`config.mk`:
```
export PLATFORM = sky130hd
export DESIGN_NAME = register_controller_flat
export DESIGN_NICKNAME = d
export VERILOG_FILES = /design/src/rtl/register_controller_if.sv /design/src/rtl/register_controller.sv /design/src/flat_wrapper.sv
export SDC_FILE = /design/constraint.sdc
export NUM_CORES = 1
export LEC_CHECK = 0
export ABC_AREA = 0
export CAP_MARGIN = 20
export CORE_AREA = 2 2 67 69
export CTS_CLUSTER_DIAMETER = 100
export DETAILED_ROUTE_END_ITERATION = 8
export DIE_AREA = 0 0 69 71
export GPL_ROUTABILITY_DRIVEN = 0
export PLACE_DENSITY = 0.91
export RECOVER_POWER = 50
export SLEW_MARGIN = 20
export SYNTH_ARGS = -nofsm -noshare
export SYNTH_HDL_FRONTEND = slang
export SYNTH_SLANG_ARGS = --single-unit
```
`constraint.sdc`:
```
create_clock -name clock -period 2.4 [get_ports clock]
set_clock_uncertainty 0.05 [all_clocks]
set_input_delay 0.36 -clock clock [delete_from_list [all_inputs] [get_ports clock]]
set_output_delay 0.36 -clock clock [all_outputs]
set_load 0.03 [all_outputs]
```
`src/rtl/register_controller_if.sv`:
```
// ---------------------------------------------------------------------------
// register_controller_if
// Handshake bundle between the operand-read issuer, the operand consumer,
// the writeback source and register_controller.
//   rd_*  : operand-read request (valid/ready), sources, destination tag
//   op_*  : operand pair return (valid/ready)
//   wb_*  : writeback request (valid/ready), index and data
// Modports:
//   master : the core side (issuer / consumer / writeback source)
//   slave  : register_controller
// ---------------------------------------------------------------------------
interface register_controller_if #(
    parameter int WORD_SIZE = 8,
    parameter int REG_BITS  = 3
);
    logic                 rd_valid;
    logic                 rd_ready;
    logic [REG_BITS-1:0]  rd_src1;
    logic [REG_BITS-1:0]  rd_src2;
    logic [REG_BITS-1:0]  rd_dst;
    logic                 rd_dst_en;

    logic                 op_valid;
    logic                 op_ready;
    logic [WORD_SIZE-1:0] op_a;
    logic [WORD_SIZE-1:0] op_b;

    logic                 wb_valid;
    logic                 wb_ready;
    logic [REG_BITS-1:0]  wb_num;
    logic [WORD_SIZE-1:0] wb_val;

    modport master (
        output rd_valid, rd_src1, rd_src2, rd_dst, rd_dst_en,
        input  rd_ready,
        input  op_valid, op_a, op_b,
        output op_ready,
        output wb_valid, wb_num, wb_val,
        input  wb_ready
    );

    modport slave (
        input  rd_valid, rd_src1, rd_src2, rd_dst, rd_dst_en,
        output rd_ready,
        output op_valid, op_a, op_b,
        input  op_ready,
        input  wb_valid, wb_num, wb_val,
        output wb_ready
    );
endinterface

```
`src/rtl/register_controller.sv`:
```
// ---------------------------------------------------------------------------
// register_controller
// Sequences every access to the general-purpose register file: operand-pair
// reads through a valid/ready handshake, the single writeback port, and
// whole-file clears. A pending-write scoreboard stalls reads whose sources
// are still in flight (RAW interlock).
// Ports:
//   clock, reset      : core clock, synchronous active-high reset
//   bus (slave)       : rd_* request, op_* operand return, wb_* writeback
//   clear_req         : one-cycle pulse asking for all registers to be zeroed
//   clear_done        : one-cycle pulse after the clear strobe was issued
//   busy              : not idle, or some register still has a pending write
//   rf_num1/rf_num2   : register file read indices
//   rf_get_enable     : register file read strobe (data appears next cycle)
//   rf_set_*          : register file write strobe, index, data
//   rf_reset_enable   : register file clear strobe
//   rf_out1/rf_out2   : registered register file read data
// ---------------------------------------------------------------------------
module register_controller #(
    parameter int WORD_SIZE = 8,
    parameter int NUM_REGS  = 8,
    parameter int REG_BITS  = 3
) (
    input  logic                 clock,
    input  logic                 reset,
    register_controller_if.slave bus,
    input  logic                 clear_req,
    output logic                 clear_done,
    output logic                 busy,
    output logic [REG_BITS-1:0]  rf_num1,
    output logic [REG_BITS-1:0]  rf_num2,
    output logic                 rf_get_enable,
    output logic                 rf_set_enable,
    output logic [REG_BITS-1:0]  rf_set_num,
    output logic [WORD_SIZE-1:0] rf_set_val,
    output logic                 rf_reset_enable,
    input  logic [WORD_SIZE-1:0] rf_out1,
    input  logic [WORD_SIZE-1:0] rf_out2
);

    typedef enum logic [1:0] {
        IDLE,
        READ,
        HOLD,
        CLEAR
    } state_t;

    state_t              state;
    logic [NUM_REGS-1:0] pending;
    logic [NUM_REGS-1:0] pending_next;
    logic                clear_pend;
    logic                hazard;
    logic                rd_fire;
    logic                wb_fire;

    // A source is blocked if its write is still outstanding, or if the
    // writeback for it is only arriving this cycle: the file has not been
    // updated yet, so reading now would return the stale value.
    assign hazard = pending[bus.rd_src1] | pending[bus.rd_src2]
                  | (bus.wb_valid & ((bus.wb_num == bus.rd_src1) |
                                     (bus.wb_num == bus.rd_src2)));

    assign bus.rd_ready = (state == IDLE) & ~clear_pend & ~clear_req & ~hazard;
    assign bus.wb_ready = (state != CLEAR);

    assign rd_fire = bus.rd_valid & bus.rd_ready;
    assign wb_fire = bus.wb_valid & bus.wb_ready;

    // Strobes are masked during reset so a reset never disturbs the file.
    assign rf_num1         = bus.rd_src1;
    assign rf_num2         = bus.rd_src2;
    assign rf_get_enable   = rd_fire & ~reset;
    assign rf_set_enable   = wb_fire & ~reset;
    assign rf_set_num      = bus.wb_num;
    assign rf_set_val      = bus.wb_val;
    assign rf_reset_enable = (state == CLEAR) & ~reset;

    assign busy = (state != IDLE) | (|pending);

    // Scoreboard update: the set from a read accept is applied after the
    // writeback clear, so a same-cycle accept targeting the register being
    // written leaves it pending for the new producer.
    always_comb begin
        pending_next = pending;
        if (wb_fire) begin
            pending_next[bus.wb_num] = 1'b0;
        end
        if (rd_fire && bus.rd_dst_en) begin
            pending_next[bus.rd_dst] = 1'b1;
        end
        if (state == CLEAR) begin
            pending_next = '0;
        end
    end

    // A clear request that lands while the clear itself executes is kept,
    // so that request is not lost.
    always_ff @(posedge clock) begin
        if (reset) begin
            state        <= IDLE;
            pending      <= '0;
            clear_pend   <= 1'b0;
            clear_done   <= 1'b0;
            bus.op_valid <= 1'b0;
            bus.op_a     <= '0;
            bus.op_b     <= '0;
        end else begin
            pending    <= pending_next;
            clear_pend <= clear_req | (clear_pend & (state != CLEAR));
            clear_done <= 1'b0;
            case (state)
                IDLE: begin
                    if (clear_pend) begin
                        state <= CLEAR;
                    end else if (rd_fire) begin
                        state <= READ;
                    end
                end
                READ: begin
                    bus.op_a     <= rf_out1;
                    bus.op_b     <= rf_out2;
                    bus.op_valid <= 1'b1;
                    state        <= HOLD;
                end
                HOLD: begin
                    if (bus.op_ready) begin
                        bus.op_valid <= 1'b0;
                        state        <= IDLE;
                    end
                end
                CLEAR: begin
                    clear_done <= 1'b1;
                    state      <= IDLE;
                end
                default: begin
                    state <= IDLE;
                end
            endcase
        end
    end

endmodule

```
`src/flat_wrapper.sv`:
```
// flat-port wrapper written by rule: the top's interface ports become plain ports
module register_controller_flat 
#(
    parameter int WORD_SIZE = 8,
    parameter int NUM_REGS  = 8,
    parameter int REG_BITS  = 3
)
  (clock, reset, clear_req, clear_done, busy, rf_num1, rf_num2, rf_get_enable, rf_set_enable, rf_set_num, rf_set_val, rf_reset_enable, rf_out1, rf_out2, bus_rd_valid, bus_rd_src1, bus_rd_src2, bus_rd_dst, bus_rd_dst_en, bus_rd_ready, bus_op_valid, bus_op_a, bus_op_b, bus_op_ready, bus_wb_valid, bus_wb_num, bus_wb_val, bus_wb_ready);
  register_controller_if #(.WORD_SIZE(WORD_SIZE), .REG_BITS(REG_BITS)) bus_i ();
  input  logic clock;
  input  logic reset;
  input  logic clear_req;
  output logic clear_done;
  output logic busy;
  output logic [REG_BITS-1:0] rf_num1;
  output logic [REG_BITS-1:0] rf_num2;
  output logic rf_get_enable;
  output logic rf_set_enable;
  output logic [REG_BITS-1:0] rf_set_num;
  output logic [WORD_SIZE-1:0] rf_set_val;
  output logic rf_reset_enable;
  input  logic [WORD_SIZE-1:0] rf_out1;
  input  logic [WORD_SIZE-1:0] rf_out2;
  input wire logic [$bits(bus_i.rd_valid)-1:0] bus_rd_valid;
  input wire logic [$bits(bus_i.rd_src1)-1:0] bus_rd_src1;
  input wire logic [$bits(bus_i.rd_src2)-1:0] bus_rd_src2;
  input wire logic [$bits(bus_i.rd_dst)-1:0] bus_rd_dst;
  input wire logic [$bits(bus_i.rd_dst_en)-1:0] bus_rd_dst_en;
  output wire logic [$bits(bus_i.rd_ready)-1:0] bus_rd_ready;
  output wire logic [$bits(bus_i.op_valid)-1:0] bus_op_valid;
  output wire logic [$bits(bus_i.op_a)-1:0] bus_op_a;
  output wire logic [$bits(bus_i.op_b)-1:0] bus_op_b;
  input wire logic [$bits(bus_i.op_ready)-1:0] bus_op_ready;
  input wire logic [$bits(bus_i.wb_valid)-1:0] bus_wb_valid;
  input wire logic [$bits(bus_i.wb_num)-1:0] bus_wb_num;
  input wire logic [$bits(bus_i.wb_val)-1:0] bus_wb_val;
  output wire logic [$bits(bus_i.wb_ready)-1:0] bus_wb_ready;
  assign bus_i.rd_valid = bus_rd_valid;
  assign bus_i.rd_src1 = bus_rd_src1;
  assign bus_i.rd_src2 = bus_rd_src2;
  assign bus_i.rd_dst = bus_rd_dst;
  assign bus_i.rd_dst_en = bus_rd_dst_en;
  assign bus_rd_ready = bus_i.rd_ready;
  assign bus_op_valid = bus_i.op_valid;
  assign bus_op_a = bus_i.op_a;
  assign bus_op_b = bus_i.op_b;
  assign bus_i.op_ready = bus_op_ready;
  assign bus_i.wb_valid = bus_wb_valid;
  assign bus_i.wb_num = bus_wb_num;
  assign bus_i.wb_val = bus_wb_val;
  assign bus_wb_ready = bus_i.wb_ready;
  register_controller #(.WORD_SIZE(WORD_SIZE), .NUM_REGS(NUM_REGS), .REG_BITS(REG_BITS)) u_core (.clock(clock), .reset(reset), .bus(bus_i), .clear_req(clear_req), .clear_done(clear_done), .busy(busy), .rf_num1(rf_num1), .rf_num2(rf_num2), .rf_get_enable(rf_get_enable), .rf_set_enable(rf_set_enable), .rf_set_num(rf_set_num), .rf_set_val(rf_set_val), .rf_reset_enable(rf_reset_enable), .rf_out1(rf_out1), .rf_out2(rf_out2));
endmodule
```
==> qor.yml, run 1 <==
finish:
  drive_gt1_share_pct: 16.3
  design_area_sq_mm: 0.00237
  nets: 293
  final_core_util_pct: 56.4
  area_growth_pct: 44.9
  layoutNonFillerInstCount: 303
  nFillCells: 361
  antennaDiodeCount: 0
sta:
  slew_headroom_pct: 61.1
  whs_ps: 401
  setup_violations: 0
  worst_pin_slew_ps: 584
  fin_crit_sh_pct: 96.6
  fin_crit_ps: 2320
  slew_violations: 0
  max_freq_mhz: 431
  final.setup.tns_ps: 0
  finalHoldViolCount: 0
  finalWorstSetupSlack_ps: 82.4
  rsz0062_at_grt: "no"
power:
  leakage_nw: 0.893
  combPwrFrac_pct: 24.2
  seq_power_share_pct: 37.9
  p_int_uw: 997
  clkPwrFrac_pct: 37.9
  power.density_mw_per_mm2: 580
  switchingPower_uw: 377
  switching_share_pct: 27.5
  p_total_mw: 1.37
  vdd_drop_max_mv: 0.254
floorplan:
  dieArea_sq_mm: 0.00490
  row_count: 24
  io_pins: 84
  core_area_sq_mm: 0.00420
  die_h_microns: 71
  fp.dieW_microns: 69
  initial_core_util_pct: 38.9
routing:
  via_per_inst: 5.25
  antenna_violating_nets_post_route: 0
  routed_wl_microns: 4330
  drc: 0
  firstDrtPassIters: 4
  num_vias: 1590
  drt_iter0_drc: 140
  wl_per_cell_microns: 14.3
setup_path:
  r2r_end: "u_core.state[0]"
  critPathBufInv: 1
  slowest_delay_ps: 480
  worst-path-max-fanout: 4
  end_kind: "output port"
  worstSetupEndpoint: "rf_get_enable"
  cp_top_family: "multiplexers"
  r2r-start: "u_core.pending[5]"
  cp-start-kind: "flip-flop"
  arrival_ps: 1910
  path_class: "reg -> out"
  critPathRequiredTime_ps: 1990
  ff2ff_path_depth: 5
  path_cells: "mux4_2, mux2i_2, nand3_2, nor4b_4, buf_6"
  critPathSlowestCell: "mux4_2"
  r2r_setup_slack_ps: 690
  startpoint: "u_core.pending[5]"
  worst-path-stages: 5
yosys:
  synth.most_common_cell: "nand2_1"
  synth-seq-cells: 29
  yosysTopAreaCellShare_pct: 35.5
  synth.distinct_cells: 38
  synthCells: 194
  yosys-top-cells-area: "dfxtp_1 36%, buf_4 8.3%, nand2_1 8.3%"
  synth_edf_count: 0
  synth_fp_nets: 237
  yosysWarnings: 0
  synthTopCellsByCount: "36 x nand2_1, 29 x dfxtp_1, 19 x a21oi_1, 18 x buf_4, 10 x clkbuf_1"
  synth_async_sr_flop_share_pct: 0
  syn_avg_cell_area_sq_um: 8.43
  yosysTopAreaCell: "dfxtp_1"
  seq_area_frac_synth_pct: 35.5
  ys.flop_type: "dfxtp_1"
  synthesis.area_sq_mm: 0.00164
global_route:
  grt_max_degree: 23
  antenna_found_initial: 0
  grt_usage_pct: 17.7
  grt_pass1_vias: 1540
  overflow: 0
  grt_pass1_wl_microns: 7060
cts:
  root_buffer: "clkbuf_8"
  clock_latency_ps: 280
  ctsHoldBuffers: 0
  clkSinkCount: 29
  cts_buffer_depth: 2
  cts_made_buffers: 5
  cts_setup_buffers: 0
  h-tree-depth: 2
  clk_pin_slew_ps: 60
  cts_tree: "yes"
place:
  post-place-ws_ps: -336
  dp_hpwl_microns: 3260
  place_area_sq_mm: 0.00225
  dp.cells: 295
  portBuffers: 67
job:
  max-cap-violations: 0
min_path:
  hp-class: "reg -> reg"
status:
  outcome: "completed"
-- power groups by stage --
stage	registers [mW]	clock network [mW]	logic (mW)
detailed placement	0.531	0	0.336
finish	0.521	0.521	0.333
global placement	0.530	0	0.329
CTS	0.520	0.530	0.336
floorplan	0.557	0	0.191
global route	0.523	0.553	0.356
-- worst min-delay path: stages (launching register included) --
cell     delay [ps]
dfxtp_1         300
nand2_1          50
a21oi_1          50
-- placed cells by master, fill, tap and decap left out, drive strengths merged --
| cell | synthesis | layout |
|---|---|---|
| clkbuf | 10 | 8 |
| buf | 22 | 19 |
| nor2b | 2 | 2 |
| bufinv | 0 | 1 |
| nand3b | 4 | 4 |
| dfxtp | 29 | 29 |
| nand4b | 4 | 4 |
| dlymetal6s2s | 0 | 1 |
| a21oi | 19 | 19 |
| or3b | 1 | 1 |
| xnor2 | 6 | 6 |
| o21ai | 9 | 9 |
| o21bai | 1 | 1 |
| a222oi | 1 | 1 |
| nor4 | 4 | 4 |
| mux4 | 2 | 2 |
| nand2 | 37 | 37 |
| nor3 | 1 | 1 |
| clkdlybuf4s50 | 0 | 51 |
| o31ai | 1 | 1 |
| nand3 | 3 | 3 |
| mux2 | 3 | 3 |
| a21o | 1 | 1 |
| inv | 2 | 2 |
| nor4b | 2 | 2 |
| and2 | 2 | 2 |
| nor2 | 8 | 8 |
| o211ai | 6 | 6 |
| dlygate4sd3 | 0 | 7 |
| nand4 | 6 | 6 |
| dlygate4sd2 | 0 | 2 |
| nand2b | 3 | 3 |
| o311ai | 2 | 2 |
| mux2i | 2 | 2 |
| o311a | 1 | 1 |
-- repair_timing --
| item | CTS | global route |
|---|---|---|
| setup endpoints to repair | 2 | 1 |
| gates resized for setup | 7 | 12 |
| pin swaps | 1 | 3 |
-- cells by family (layout without fill, tap and decap cells) --
| logic type | count (synthesis) | count (layout) | synth area share (%) |
|---|---|---|---|
| and+or+nand+nor | 77 | 77 | 25.3 |
| AOI/OAI and AO/OA | 41 | 41 | 15.8 |
| buffers and inverters | 34 | 91 | 13.4 |
| DFF | 29 | 29 | 35.5 |
| muxes | 7 | 7 | 6.73 |
| xor gates and xnor gates | 6 | 6 | 3.21 |
-- how the worst min path moves through the flow --
| stage | startpoint | endpoint | cells after the start |
|---|---|---|---|
| 6_report | u_core.bus.op_b[3] | u_core.bus.op_b[3] | 2 |
| 5_1_grt | u_core.bus.op_b[0] | u_core.bus.op_b[0] | 2 |
| 4_1_cts | u_core.bus.op_b[6] | u_core.bus.op_b[6] | 2 |
| 3_5_place_dp | u_core.bus.op_b[6] | u_core.bus.op_b[6] | 2 |
| 3_3_place_gp | u_core.bus.op_a[2] | u_core.bus.op_a[2] | 2 |
| 2_1_floorplan | u_core.pending[1] | u_core.pending[1] | 2 |
-- final cells by class --
cell class                      count  area, sq um  share of cell area (%)
Clock buffer                        7         86.3                    3.64
Clock inverter                      1         30.0                    1.27
Inverter                            2         7.51                   0.317
Multi-Input combinational cell    131          836                    35.3
Sequential cell                    29          586                    24.7
Tap cell                           52         65.1                    2.75
Timing Repair Buffer               81          759                    32.0
-- routing by layer --
layer  global-route usage (%)  vias to the layer above  wire [microns]
met5                        0                        -               0
met4                     6.32                        0              52
met3                     5.41                        6             291
met2                     31.1                       75            2170
met1                     20.4                      732            1820
li1                         -                      777               -
-- flip-flops by register name, indices dropped and copies added, names as in the netlist --
register	cells
u_core.bus.op_valid	1
u_core.state	2
u_core.bus.op_a	8
u_core.clear_done	1
u_core.clear_pend	1
u_core.pending	8
u_core.bus.op_b	8
(Power assumes the default switching activity.)
==> inputs of run 2 (changes only) <==
Settings changed: CAP_MARGIN 20 to not set.
==> results of run 2 <==
No change in the layout: final DEF, timing and power equal those of run 1.
==> inputs of run 3 (changes only) <==
Settings changed: GPL_ROUTABILITY_DRIVEN 0 to not set.
==> results of run 3 <==
No change in the layout: final DEF, timing and power equal those of run 1.
